$ cat src/rtl/rgb_fade_pkg.sv
// Shared types and constants for the RGB fade sequencer.
package rgb_fade_pkg;

    typedef enum logic [2:0] {
        IDLE      = 3'd0,
        RAMP_UP   = 3'd1,
        HOLD      = 3'd2,
        RAMP_DOWN = 3'd3,
        GAP       = 3'd4
    } fade_state_e;

    localparam logic [1:0] COL_RED   = 2'd0;
    localparam logic [1:0] COL_GREEN = 2'd1;
    localparam logic [1:0] COL_BLUE  = 2'd2;

    // Largest duty / counter value for a given PWM width.
    function automatic int unsigned pwm_max(input int unsigned bits);
        return (32'(1) << bits) - 32'(1);
    endfunction

endpackage

$ cat src/rtl/fade_pwm_core.sv
// Free-running PWM counter with period-aligned shadow duty and registered compare.
module fade_pwm_core
    import rgb_fade_pkg::*;
#(
    parameter int unsigned PWM_BITS = 8
) (
    input  logic                clk,
    input  logic                reset,
    input  logic [PWM_BITS-1:0] duty,
    input  logic                force_off,
    output logic                pwm_raw
);

    localparam logic [PWM_BITS-1:0] CNT_MAX = PWM_BITS'(pwm_max(PWM_BITS));

    logic [PWM_BITS-1:0] cnt;
    logic [PWM_BITS-1:0] shadow;

    // Counter wraps naturally at CNT_MAX; shadow only reloads at the period boundary.
    always_ff @(posedge clk) begin
        if (reset) begin
            cnt     <= '0;
            shadow  <= '0;
            pwm_raw <= 1'b0;
        end else begin
            cnt     <= cnt + PWM_BITS'(1);
            if (cnt == CNT_MAX) begin
                shadow <= duty;
            end
            pwm_raw <= !force_off && (cnt < shadow);
        end
    end

endmodule

$ cat src/rtl/rgb_fade_sequencer.sv
// One-colour-at-a-time fade sequencer (red, green, blue) driving RGB PWM enables.
module rgb_fade_sequencer
    import rgb_fade_pkg::*;
#(
    parameter int unsigned PWM_BITS   = 8,
    parameter int unsigned PRESCALE   = 32768,
    parameter int unsigned STEP       = 8,
    parameter int unsigned HOLD_TICKS = 16
) (
    input  logic                hw_clk,
    input  logic                reset,
    input  logic                enable,
    output logic                pwm_red,
    output logic                pwm_green,
    output logic                pwm_blue,
    output logic [1:0]          colour_sel,
    output logic [PWM_BITS-1:0] duty_level,
    output logic                cycle_done
);

    localparam int unsigned PRE_W  = $clog2(PRESCALE);
    localparam int unsigned HOLD_W = (HOLD_TICKS > 1) ? $clog2(HOLD_TICKS) : 1;
    localparam int unsigned DX_W   = PWM_BITS + 1;

    localparam logic [PWM_BITS-1:0] DUTY_MAX  = PWM_BITS'(pwm_max(PWM_BITS));
    localparam logic [DX_W-1:0]     DUTY_MAXX = DX_W'(pwm_max(PWM_BITS));
    localparam logic [PWM_BITS-1:0] STEP_V    = PWM_BITS'(STEP);
    localparam logic [DX_W-1:0]     STEP_X    = DX_W'(STEP);
    localparam logic [PRE_W-1:0]    PRE_LAST  = PRE_W'(PRESCALE - 1);
    localparam logic [HOLD_W-1:0]   HOLD_LAST = HOLD_W'(HOLD_TICKS - 1);

    fade_state_e         state;
    fade_state_e         state_next;
    logic [1:0]          colour_next;
    logic [PWM_BITS-1:0] duty_next;
    logic [PRE_W-1:0]    presc;
    logic [PRE_W-1:0]    presc_next;
    logic [HOLD_W-1:0]   hold_cnt;
    logic [HOLD_W-1:0]   hold_next;
    logic                done_next;

    logic                tick;
    logic [DX_W-1:0]     sum_x;
    logic [PWM_BITS-1:0] up_duty;
    logic [PWM_BITS-1:0] down_duty;
    logic                force_off;
    logic                pwm_raw;

    // Fade tick and saturating duty arithmetic.
    always_comb begin
        tick      = (presc == PRE_LAST);
        sum_x     = {1'b0, duty_level} + STEP_X;
        up_duty   = (sum_x > DUTY_MAXX) ? DUTY_MAX : sum_x[PWM_BITS-1:0];
        down_duty = (duty_level > STEP_V) ? (duty_level - STEP_V) : '0;
    end

    // Sequencer next-state and registered-output next values.
    always_comb begin
        state_next  = state;
        colour_next = colour_sel;
        duty_next   = duty_level;
        presc_next  = presc;
        hold_next   = hold_cnt;
        done_next   = 1'b0;

        if (state != IDLE) begin
            presc_next = tick ? '0 : (presc + PRE_W'(1));
        end

        case (state)
            IDLE: begin
                presc_next = '0;
                duty_next  = '0;
                if (enable) begin
                    state_next = RAMP_UP;
                end
            end
            RAMP_UP: begin
                if (tick) begin
                    duty_next = up_duty;
                    if (up_duty == DUTY_MAX) begin
                        state_next = HOLD;
                        hold_next  = '0;
                    end
                end
            end
            HOLD: begin
                if (tick) begin
                    if (hold_cnt == HOLD_LAST) begin
                        state_next = RAMP_DOWN;
                    end else begin
                        hold_next = hold_cnt + HOLD_W'(1);
                    end
                end
            end
            RAMP_DOWN: begin
                if (tick) begin
                    duty_next = down_duty;
                    if (down_duty == '0) begin
                        state_next = GAP;
                    end
                end
            end
            GAP: begin
                duty_next = '0;
                if (tick) begin
                    state_next  = RAMP_UP;
                    colour_next = (colour_sel == COL_BLUE) ? COL_RED : (colour_sel + 2'd1);
                    done_next   = (colour_sel == COL_BLUE);
                end
            end
            default: begin
                state_next = IDLE;
            end
        endcase

        // Disable overrides everything, including a coincident tick.
        if ((state != IDLE) && !enable) begin
            state_next  = IDLE;
            colour_next = colour_sel;
            duty_next   = '0;
            presc_next  = '0;
            hold_next   = '0;
            done_next   = 1'b0;
        end
    end

    // Sequencer state and status registers.
    always_ff @(posedge hw_clk) begin
        if (reset) begin
            state      <= IDLE;
            colour_sel <= COL_RED;
            duty_level <= '0;
            presc      <= '0;
            hold_cnt   <= '0;
            cycle_done <= 1'b0;
        end else begin
            state      <= state_next;
            colour_sel <= colour_next;
            duty_level <= duty_next;
            presc      <= presc_next;
            hold_cnt   <= hold_next;
            cycle_done <= done_next;
        end
    end

    // Blank the compare register in the same edge that enters IDLE.
    assign force_off = (state_next == IDLE);

    fade_pwm_core #(
        .PWM_BITS (PWM_BITS)
    ) u_pwm_core (
        .clk       (hw_clk),
        .reset     (reset),
        .duty      (duty_level),
        .force_off (force_off),
        .pwm_raw   (pwm_raw)
    );

    // Steering is a decode of registered signals only, so it cannot glitch.
    assign pwm_red   = pwm_raw && (colour_sel == COL_RED);
    assign pwm_green = pwm_raw && (colour_sel == COL_GREEN);
    assign pwm_blue  = pwm_raw && (colour_sel == COL_BLUE);

endmodule

$ cat config.mk
export PLATFORM = sky130hd
export DESIGN_NAME = rgb_fade_sequencer
export DESIGN_NICKNAME = d
export VERILOG_FILES = /design/src/rtl/rgb_fade_pkg.sv /design/src/rtl/fade_pwm_core.sv /design/src/rtl/rgb_fade_sequencer.sv
export SDC_FILE = /design/constraint.sdc
export NUM_CORES = 1
export LEC_CHECK = 0
export ABC_CLOCK_PERIOD_IN_PS = 6300
export BUFFER_PORTS_ARGS = -buffer_cell sky130_fd_sc_hd__buf_2
export CORE_UTILIZATION = 55
export DETAILED_ROUTE_END_ITERATION = 8
export MAX_ROUTING_LAYER = met4
export PLACE_DENSITY_LB_ADDON = 0.25
export SLEW_MARGIN = 0
export SYNTH_ARGS = -nofsm -noshare
export SYNTH_HDL_FRONTEND = slang
export SYNTH_SLANG_ARGS = --single-unit
$ cat constraint.sdc
create_clock -name hw_clk -period 6.3 [get_ports hw_clk]
set_input_delay 0 -clock hw_clk [delete_from_list [all_inputs] [get_ports hw_clk]]
set_output_delay 0 -clock hw_clk [all_outputs]
set_load 0.005 [all_outputs]
# == Yosys cells after proc, flatten, opt, wreduce, memory -nomap -nowiden ==
# Cells that the tools add are included.
# Widths: inputs -> output; s select.
# word_totals
wordCells,79
latchBits,0
mem_bits_rw,0
inputBits,3
register_bits,50
memories,0
output_inout_bits,14
mem_bits_ro,0
# op_classes
n_div,0
reduce_logical,21
n_bitwise,3
mul,0
add_sub_neg,6
magnitude_cmp,3
shift,0
n_eq_ne,15
n_mux,22
# ops
operator,count
$mux 8,4
$mux 3,9
$pmux 8 s3,1
$eq 8x8->1 const B,2
$mux 4,4
$add 15x1->15 const B,1
$eq 15x15->1 const B,1
$mux 15,1
$pmux 3 s5,1
$ne 2x2->1 const B,5
$add 8x4->9 const B,1
$gt 9x8->1 const B,1
$add 8x1->8 const B,1
$gt 8x4->1 const B,1
$logic_not 8->1,1
$lt 8x8->1,1
$pmux 4 s2,1
$sub 8x4->8 const B,1
$eq 3x2->1 const B,2
$logic_not 3->1,2
$reduce_and 3->1,2
$reduce_bool 3->1,2
$logic_and 1x1->1,5
$reduce_and 5->1,1
15 further kinds,19

# == Longest topological paths before layout ==
# Gate-level depths: netlist (run 1).
# logic_depth
ltp_word,11
depth_mapped,9
depth_no_buf,8

# == Modules after synthesis ==
# A second synthesis (run 1) with hierarchy kept.
# unflattened
hier_cells,318
area_unflattened_um2,2663.8
# modules_own_cells
module,seq_area_each_um2,area_per_inst_um2,n_inst,cells_each
rgb_fade_sequencer,660.6,1859.3,1,234
fade_pwm_core,340.3,804.5,1,84

# == Worst setup path before layout (run 1) ==
# Ideal clock, no wire load.
# synth_path
path_type,flip-flop to flip-flop
startpoint,reg duty_level[3]
endpoint,reg hold_cnt[2]
n_path_buf,1
required_time_ns,6.178
period_less_slack_ns,2.118
t_arrival_ns,1.996
setup_ns,0.122
path_slack_ns,4.182
stages_incl_launch_ff,10
path_cell_list,dfxtp_1 > buf_2 > inv_1 > ha_1 > nor2b_1 > nor3_1 > o211ai_1 > a21oi_2 > a211oi_2 > a221o_1
# synth_between
elab_chain_cells,6
# synth_lines
item,line_no,source
from (decl),rgb_fade_sequencer.sv:17,"output logic [PWM_BITS-1:0] duty_level,"
from (signal assigned),rgb_fade_sequencer.sv:140,duty_level <= duty_next;
$add 8x4->9 (*),rgb_fade_sequencer.sv:52,"sum_x = {1'b0, duty_level} + STEP_X;"
$gt 9x8->1,rgb_fade_sequencer.sv:53,up_duty = (sum_x > DUTY_MAXX) ? DUTY_MAX : sum_x[PWM_BITS-1:0];
$mux 8 (*),rgb_fade_sequencer.sv:53,
$eq 8x8->1 (*),rgb_fade_sequencer.sv:81,if (up_duty == DUTY_MAX) begin
$ne 2x2->1 (no source line) (*),--,
$reduce_and 5->1 (no source line) (*),--,
to (signal assigned),rgb_fade_sequencer.sv:142,hold_cnt <= hold_next;
to (decl),rgb_fade_sequencer.sv:38,logic [HOLD_W-1:0] hold_cnt;
# Every way passes the cells marked *; elsewhere a longest branch is shown, timed or not.
# A chain may end at the register's enable or synchronous reset.

# == Worst setup path after layout (run 1) ==
# layout_path
startpoint,reg duty_level[3]
endpoint,reg u_pwm_core.pwm_raw
# layout_between
elab_chain_cells,11
elab_cells_between_ends,17
cone_classes,add/sub: 2; order compare: 2; eq/ne: 1; mux: 8; reduce/logical: 4
# layout_lines
item,line_no,source
$add 8x4->9,rgb_fade_sequencer.sv:52,
$gt 9x8->1,rgb_fade_sequencer.sv:53,
$mux 8,rgb_fade_sequencer.sv:53,
$eq 8x8->1,rgb_fade_sequencer.sv:81,
$mux 3,rgb_fade_sequencer.sv:81,
$mux 3,rgb_fade_sequencer.sv:79,if (tick) begin
$pmux 3 s5 (*),rgb_fade_sequencer.sv:70,case (state)
$mux 3 (*),rgb_fade_sequencer.sv:118,if ((state != IDLE) && !enable) begin
$logic_not 3->1 (*),rgb_fade_sequencer.sv:148,assign force_off = (state_next == IDLE);
$logic_not 1->1 (*),fade_pwm_core.sv:30,pwm_raw <= !force_off && (cnt < shadow);
$logic_and 1x1->1 (*),fade_pwm_core.sv:30,
to (signal assigned),fade_pwm_core.sv:30,
to (decl),fade_pwm_core.sv:11,output logic pwm_raw
# Marked as above.

==> summary.md, run 1 <==
| Metric | Value |
|---|---|
| Ports | `17` |
| Synth-to-layout area growth | `7.104%` |
| Final Critical Period | `2.398 ns` |
| CP Max Fanout | `13` |
| Fill cells | `448` |
| IO Port Bufs | `16` |
| Yosys cell types | `58` |
| Leakage power | `1.111 nW` |
| Syn avg cell area | `8.329 sq um` |
| Total of max-cap violations | `0` |
| Slowest stage cell, crit path | `dfxtp_1` |
| Cell with the most instances after synthesis | `dfxtp_1` |
| Worst path cell trace | `inv_1, ha_1, xnor2_1, a21oi_1, nor4_1, a21o_1, o211a_1, a31oi_1` |
| Post-DRT Antenna Nets | `0` |
| Total clock sinks | `50` |
| Final hold violation count | `0` |
| Worst Skew | `0.004252 ns` |
| Fmax achieved | `416.9 MHz` |
| Register area share after synthesis | `36.20%` |
| Worst-path clk slew | `0.09 ns` |
| Hpwl dp | `3864 um` |
| Share of flip-flops with an asynchronous set or reset | `0%` |
| Largest net degree at the start of global routing | `26` |
| Slew Viols, Final | `0` |
| Crit end category | `flop` |
| Max_slew headroom | `53.71%` |
| Clk_lat worst skew | `0.30 ns` |
| Antenna Cells | `0` |
| Gr usage total | `22.70%` |
| Post-Syn Nets | `348` |
| Peak VDD IR | `0.1372 mV` |
| RD Place Congestion | `0.9036` |
| Initial antenna violation count | `0` |
| Chip height | `72.91 um` |
| Synth top cells by count | `dfxtp_1, nor2_1, nand2_1` |
| Crit path max-delay family | `flip-flops` |
| Dominant synthesized flop cell | `dfxtp_1` |
| First-pass detailed-route iteration total | `4` |
| Pwr dens | `194.9 nW/um^2` |
| Final WL | `5504 um` |
| Number of remaining DRC errors | `0` |
| Post-Layout Cell Count | `408` |
| FP Rows | `25` |
| Worst path max stage delay | `0.59 ns` |
| Placed cells | `400` |
| Post-synth EDFFs | `0` |
| CP startpoint kind | `flop` |
| Grt total ovfl | `0` |
| Starting Density | `57.78%` |
| Core Region | `4786 sq um` |
| Critical path class | `flop to flop` |
| CP Data Arrival Time | `2.57 ns` |
| Top cell type by total area after synthesis | `dfxtp_1` |
| Final period utilization | `38.07%` |
| H-tree depth | `2` |
| Cells taking the most area after synthesis | `dfxtp_1, nor2_1, ha_1, o21ai_0, a21oi_1` |
| Vias in the first global route | `2010` |
| Top-area cell type share of the netlist area | `36.20%` |
| Horiz. Die Dim | `72.91 um` |
| Post-CTS Hold Fix Bufs | `0` |
| Total CTS buffers | `5` |
| RSZ-0062 raised after global routing | `no` |
| HP Class | `primary input to flop` |
| Post-CTS setup buffer count | `0` |
| Via total after detailed routing | `2340` |
| Ys Warns | `0` |
| TritonCTS clock tree | `done` |
| Bufs on Longest Clock Path | `2` |
| Syn Inst Count | `332` |
| Worst-Margin Slew | `0.6879 ns` |
| Global-route wire length before repair | `9128 um` |
| Fraction of layout cells with a size suffix above 1 | `12.02%` |
| Initial DRC count | `127` |
| Root buffer cell | `clkbuf_8` |
| Setup TNS | `0 ns` |
| Avg WL per Cell | `13.49 um` |
| Vias per cell | `5.735` |
| Status | `complete, no violations` |
| Critical Path RT | `6.48 ns` |
| Buffers & Inverters on Critical Path | `1` |
| Final setup violation count | `0` |
| Cell area after synthesis | `2765 sq um` |
| Die Footprint | `5315 sq um` |
| Nets | `356` |
| Synth Register Bits | `50` |
| Cts repair resizes | `0` |
==> sequential cells by signal, summed over array words and instances (netlist names) <==
name,cells
u_pwm_core.pwm_raw,1
hold_cnt,4
u_pwm_core.shadow,8
u_pwm_core.cnt,8
duty_level,8
colour_sel,2
cycle_done,1
presc,15
state,3
==> kinds of logic (layout without fill, tap and decap cells) <==
family,after synthesis,after routing,synth area share (%)
AOI/OAI and AO/OA,76,76,18.01
muxes,9,9,3.258
adders and majority gates,13,13,5.882
xor gates and xnor gates,16,16,5.068
DFF,50,50,36.20
buffers and inverters,30,39,4.661
and+or+nand+nor,138,138,26.92
==> worst reg2reg max path, delay by kind of cell, from the launching register on <==
kind	cells	cell delay (ns)
flip-flops	1	0.59
AO/OA/AOI/OAI	4	0.58
AND/OR/NAND/NOR	1	0.53
adder cells (fa/ha/maj)	1	0.27
XOR/XNOR	1	0.16
buffers and inverters	1	0.15
==> cell usage in the layout (no fill, tap or decap), types with 7 or more instances in the layout <==
cell	Yosys	routed
dfxtp_1	50	50
clkbuf_8	0	7
buf_2	7	16
mux2i_1	9	9
xor2_1	10	10
inv_1	15	15
nor3_1	12	12
nor2_1	46	46
o21ai_0	20	20
nand2_1	21	21
ha_1	13	13
nand3_1	17	17
a21oi_1	19	19
==> report_power, final <==
group          leakage (nW)  switching, mW  total (mW)  internal, mW
clock                0.0544          0.106       0.206         0.101
sequential            0.404        0.00683       0.326         0.319
combinational         0.653         0.0280      0.0443        0.0163
total                  1.11          0.141       0.577         0.437
==> worst paths after layout <==
| check | startpoint | cells after the start | end | slack (ns) |
|---|---|---|---|---|
| setup / recovery | duty_level[3]$_SDFFE_PP0P_ | 8 | u_pwm_core.pwm_raw$_SDFF_PP0_ | 3.90 |
| hold / removal | enable | 3 | cycle_done$_SDFF_PP0_ | 0.11 |
| hold reg to reg | presc[0]$_SDFFE_PP0N_ | 1 | presc[0]$_SDFFE_PP0N_ | 0.45 |
| setup reg to reg | duty_level[3]$_SDFFE_PP0P_ | 8 | u_pwm_core.pwm_raw$_SDFF_PP0_ | 3.90 |
==> layer usage <==
metal / vias to the layer above / part of all wire (%) / GRT usage (%)
met4: 0 / 1.4 / 8.061
met3: 9 / 5.3 / 4.144
li1: 1192 / - / -
met5: - / 0 / -
met2: 66 / 46 / 35.20
met1: 1073 / 48 / 29.69
==> area by class of cell <==
type	count	area, sq um	share of cell area, %
Tap cell	67	83.83	2.831
Clock buffer	7	96.34	3.253
Clock inverter	1	8.758	0.2957
Multi-Input combinational cell	252	1635	55.22
Timing Repair Buffer	16	80.08	2.704
Inverter	15	56.30	1.901
Sequential cell	50	1001	33.80
==> stage by stage <==
stage | hold slack [ns] | instance area (sq um) | worst slack, ns | total power [mW] | util, %
3_5_place_dp | 0.3756 | 2856 | 3.910 | 0.3774 | 59.69
5_1_grt | 0.1255 | 2962 | 3.724 | 0.6018 | 61.88
4_1_cts | 0.09317 | 2962 | 3.903 | 0.5841 | 61.88
3_3_place_gp | 0.3761 | 2856 | 4.006 | 0.3759 | 59.69
2_1_floorplan | 0.2653 | 2765 | 4.182 | 0.3669 | -
6_report | 0.1064 | 2962 | 3.902 | 0.5771 | 61.88
Note: power is estimated with default switching activity, not from simulation.
==> run 2: changes to the inputs <==
--- a/config.mk
+++ b/config.mk
@@ -5,7 +5,7 @@
 export SDC_FILE = /design/constraint.sdc
 export NUM_CORES = 1
 export LEC_CHECK = 0
-export ABC_CLOCK_PERIOD_IN_PS = 6300
+export ABC_CLOCK_PERIOD_IN_PS = 2400
 export BUFFER_PORTS_ARGS = -buffer_cell sky130_fd_sc_hd__buf_2
 export CORE_UTILIZATION = 55
 export DETAILED_ROUTE_END_ITERATION = 8
==> constraint.sdc (replaced) <==
create_clock -name hw_clk -period 2.4 [get_ports hw_clk]
set_input_delay 0 -clock hw_clk [delete_from_list [all_inputs] [get_ports hw_clk]]
set_output_delay 0 -clock hw_clk [all_outputs]
set_load 0.005 [all_outputs]
==> run 2 against run 1 <==
Worst setup slack lost 3.6 ns. Die area is the same. Cell count grew 1.5%. Critical endpoint is now hold_cnt[2]$_SDFFE_PP0P_.
==> summary.md, run 2 (synthesized netlist as in run 1, its figures left out) <==
| Metric | Value |
|---|---|
| Global-route wire length before repair | `9170 um` |
| CP Data Arrival Time | `2.31 ns` |
| Hpwl dp | `3907 um` |
| Hold slack | `0.09440 ns` |
| RD Place Congestion | `0.8090` |
| Clk_lat worst skew | `0.31 ns` |
| Total CTS buffers | `5` |
| Crit end category | `flop` |
| Status | `complete, no violations` |
| FP Rows | `25` |
| Final period utilization | `87.69%` |
| Post-DP Area | `2902 sq um` |
| Vias in the first global route | `2029` |
| Total net switching power | `392.5 uW` |
| Initial antenna violation count | `0` |
| Leading cell type in the layout, fill and taps excluded | `dfxtp_1` |
| First-pass detailed-route iteration total | `4` |
| CP Max Fanout | `9` |
| Final WL | `5406 um` |
| Number of remaining DRC errors | `0` |
| Die Footprint | `5315 sq um` |
| Critical Path RT | `2.60 ns` |
| IO Port Bufs | `16` |
| Post-Layout Cell Count | `414` |
| Starting Density | `57.78%` |
| Max_slew headroom | `60.25%` |
| Clock share of power | `34.7%` |
| Initial DRC count | `105` |
| Largest register FFs | `15` |
| H-tree depth | `2` |
| Avg WL per Cell | `13.06 um` |
| Sequential power share | `56.9%` |
| Layout Utilization | `62.67%` |
| Worst-Margin Slew | `0.5941 ns` |
| Nets | `362` |
| Core Region | `4786 sq um` |
| Internal power | `1.102 mW` |
| Final hold violation count | `0` |
| Pwr Total | `1.495 mW` |
| Slew Viols, Final | `0` |
| Largest net degree at the start of global routing | `26` |
| Cts repair resizes | `0` |
| Ports | `17` |
| HP Class | `primary input to flop` |
| Hold Path Sink | `cycle_done$_SDFF_PP0_` |
| Fmax achieved | `475.1 MHz` |
| Total of max-cap violations | `0` |
| Synth-to-layout area growth | `8.462%` |
| Leakage power | `1.139 nW` |
| Worst-path clk slew | `0.10 ns` |
| Chip height | `72.91 um` |
| Most frequent cells in the layout | `dfxtp_1, nor2_1, nand2_1` |
| Fill cells | `462` |
| Grt total ovfl | `0` |
| Worst Skew | `0.01194 ns` |
| Gr usage total | `22.42%` |
| Fraction of layout cells with a size suffix above 1 | `13.54%` |
| Via total after detailed routing | `2343` |
| Total clock sinks | `50` |
| Vias per cell | `5.659` |
| Top reg by flops | `presc` |
| Sw frac | `26.26%` |
| Peak VDD IR | `0.2288 mV` |
| Fin area | `2999 sq um` |
| TritonCTS clock tree | `done` |
| Critical path class | `flop to flop` |
| Post-DRT Antenna Nets | `0` |
| Setup TNS | `0 ns` |
| Final setup violation count | `0` |
| Final WS setup | `0.2954 ns` |
| Cells on Worst Hold Path | `3` |
| Post-CTS Hold Fix Bufs | `0` |
| R2r startpoint | `presc[0]$_SDFFE_PP0N_` |
| Pwr dens | `498.5 nW/um^2` |
| R2R Setup Slk | `0.30 ns` |
| Bufs on Longest Clock Path | `2` |
| Worst R2R End | `hold_cnt[2]$_SDFFE_PP0P_` |
| Comb pwr share | `8.4%` |
| Root buffer cell | `clkbuf_8` |
| Horiz. Die Dim | `72.91 um` |
| Worst hold start | `enable` |
| CP startpoint kind | `flop` |
| Antenna Cells | `0` |
| Final Critical Period | `2.105 ns` |
| R2R depth | `7` |
| Post-CTS setup buffer count | `0` |
| Placed cells | `406` |
| Place WS | `0.3090 ns` |
| RSZ-0062 raised after global routing | `no` |
run 2: critical path: stages, from the launching register on:
cell      delay (ns)
dfxtp_1         0.37
ha_1            0.21
nand4_1         0.18
nor4_4          0.39
buf_4           0.23
and3_4          0.20
a211oi_2        0.06
a221o_1         0.36
run 2: worst max path at each step:
stage,end,from,slack (ns)
floorplan,hold_cnt[2]$_SDFFE_PP0P_,duty_level[3]$_SDFFE_PP0P_,0.28
global placement,u_pwm_core.pwm_raw$_SDFF_PP0_,duty_level[4]$_SDFFE_PP0P_,0.27
detailed placement,hold_cnt[2]$_SDFFE_PP0P_,presc[0]$_SDFFE_PP0N_,0.31
CTS,hold_cnt[2]$_SDFFE_PP0P_,presc[0]$_SDFFE_PP0N_,0.29
global route,u_pwm_core.pwm_raw$_SDFF_PP0_,duty_level[4]$_SDFFE_PP0P_,0.12
finish,hold_cnt[2]$_SDFFE_PP0P_,presc[0]$_SDFFE_PP0N_,0.30
run 2: power groups by stage:
stage	logic [mW]	clock network, mW	registers (mW)
4_1_cts	0.126	0.537	0.851
5_1_grt	0.141	0.565	0.853
3_3_place_gp	0.123	0	0.870
3_5_place_dp	0.125	0	0.870
2_1_floorplan	0.0979	0	0.865
6_report	0.126	0.518	0.851
run 2: final cells by class:
cell class              count  area [sq um]  share of cell area (%)
multi-input cells         252          1635                   54.53
clock inverters             3         28.78                  0.9595
clock buffers               5         68.82                   2.295
inverters                  15         56.30                   1.877
flip-flops and latches     50          1001                   33.38
well taps                  67         83.83                   2.795
repair buffers             22         125.1                   4.172
run 2: per-layer routing:
metal	share of wire [%]	vias to the layer above	global-route usage (%)
met5	0	-	-
met4	1.5	0	8.061
met3	3.1	9	3.315
met2	45	38	33.02
met1	51	1087	31.23
li1	-	1209	-
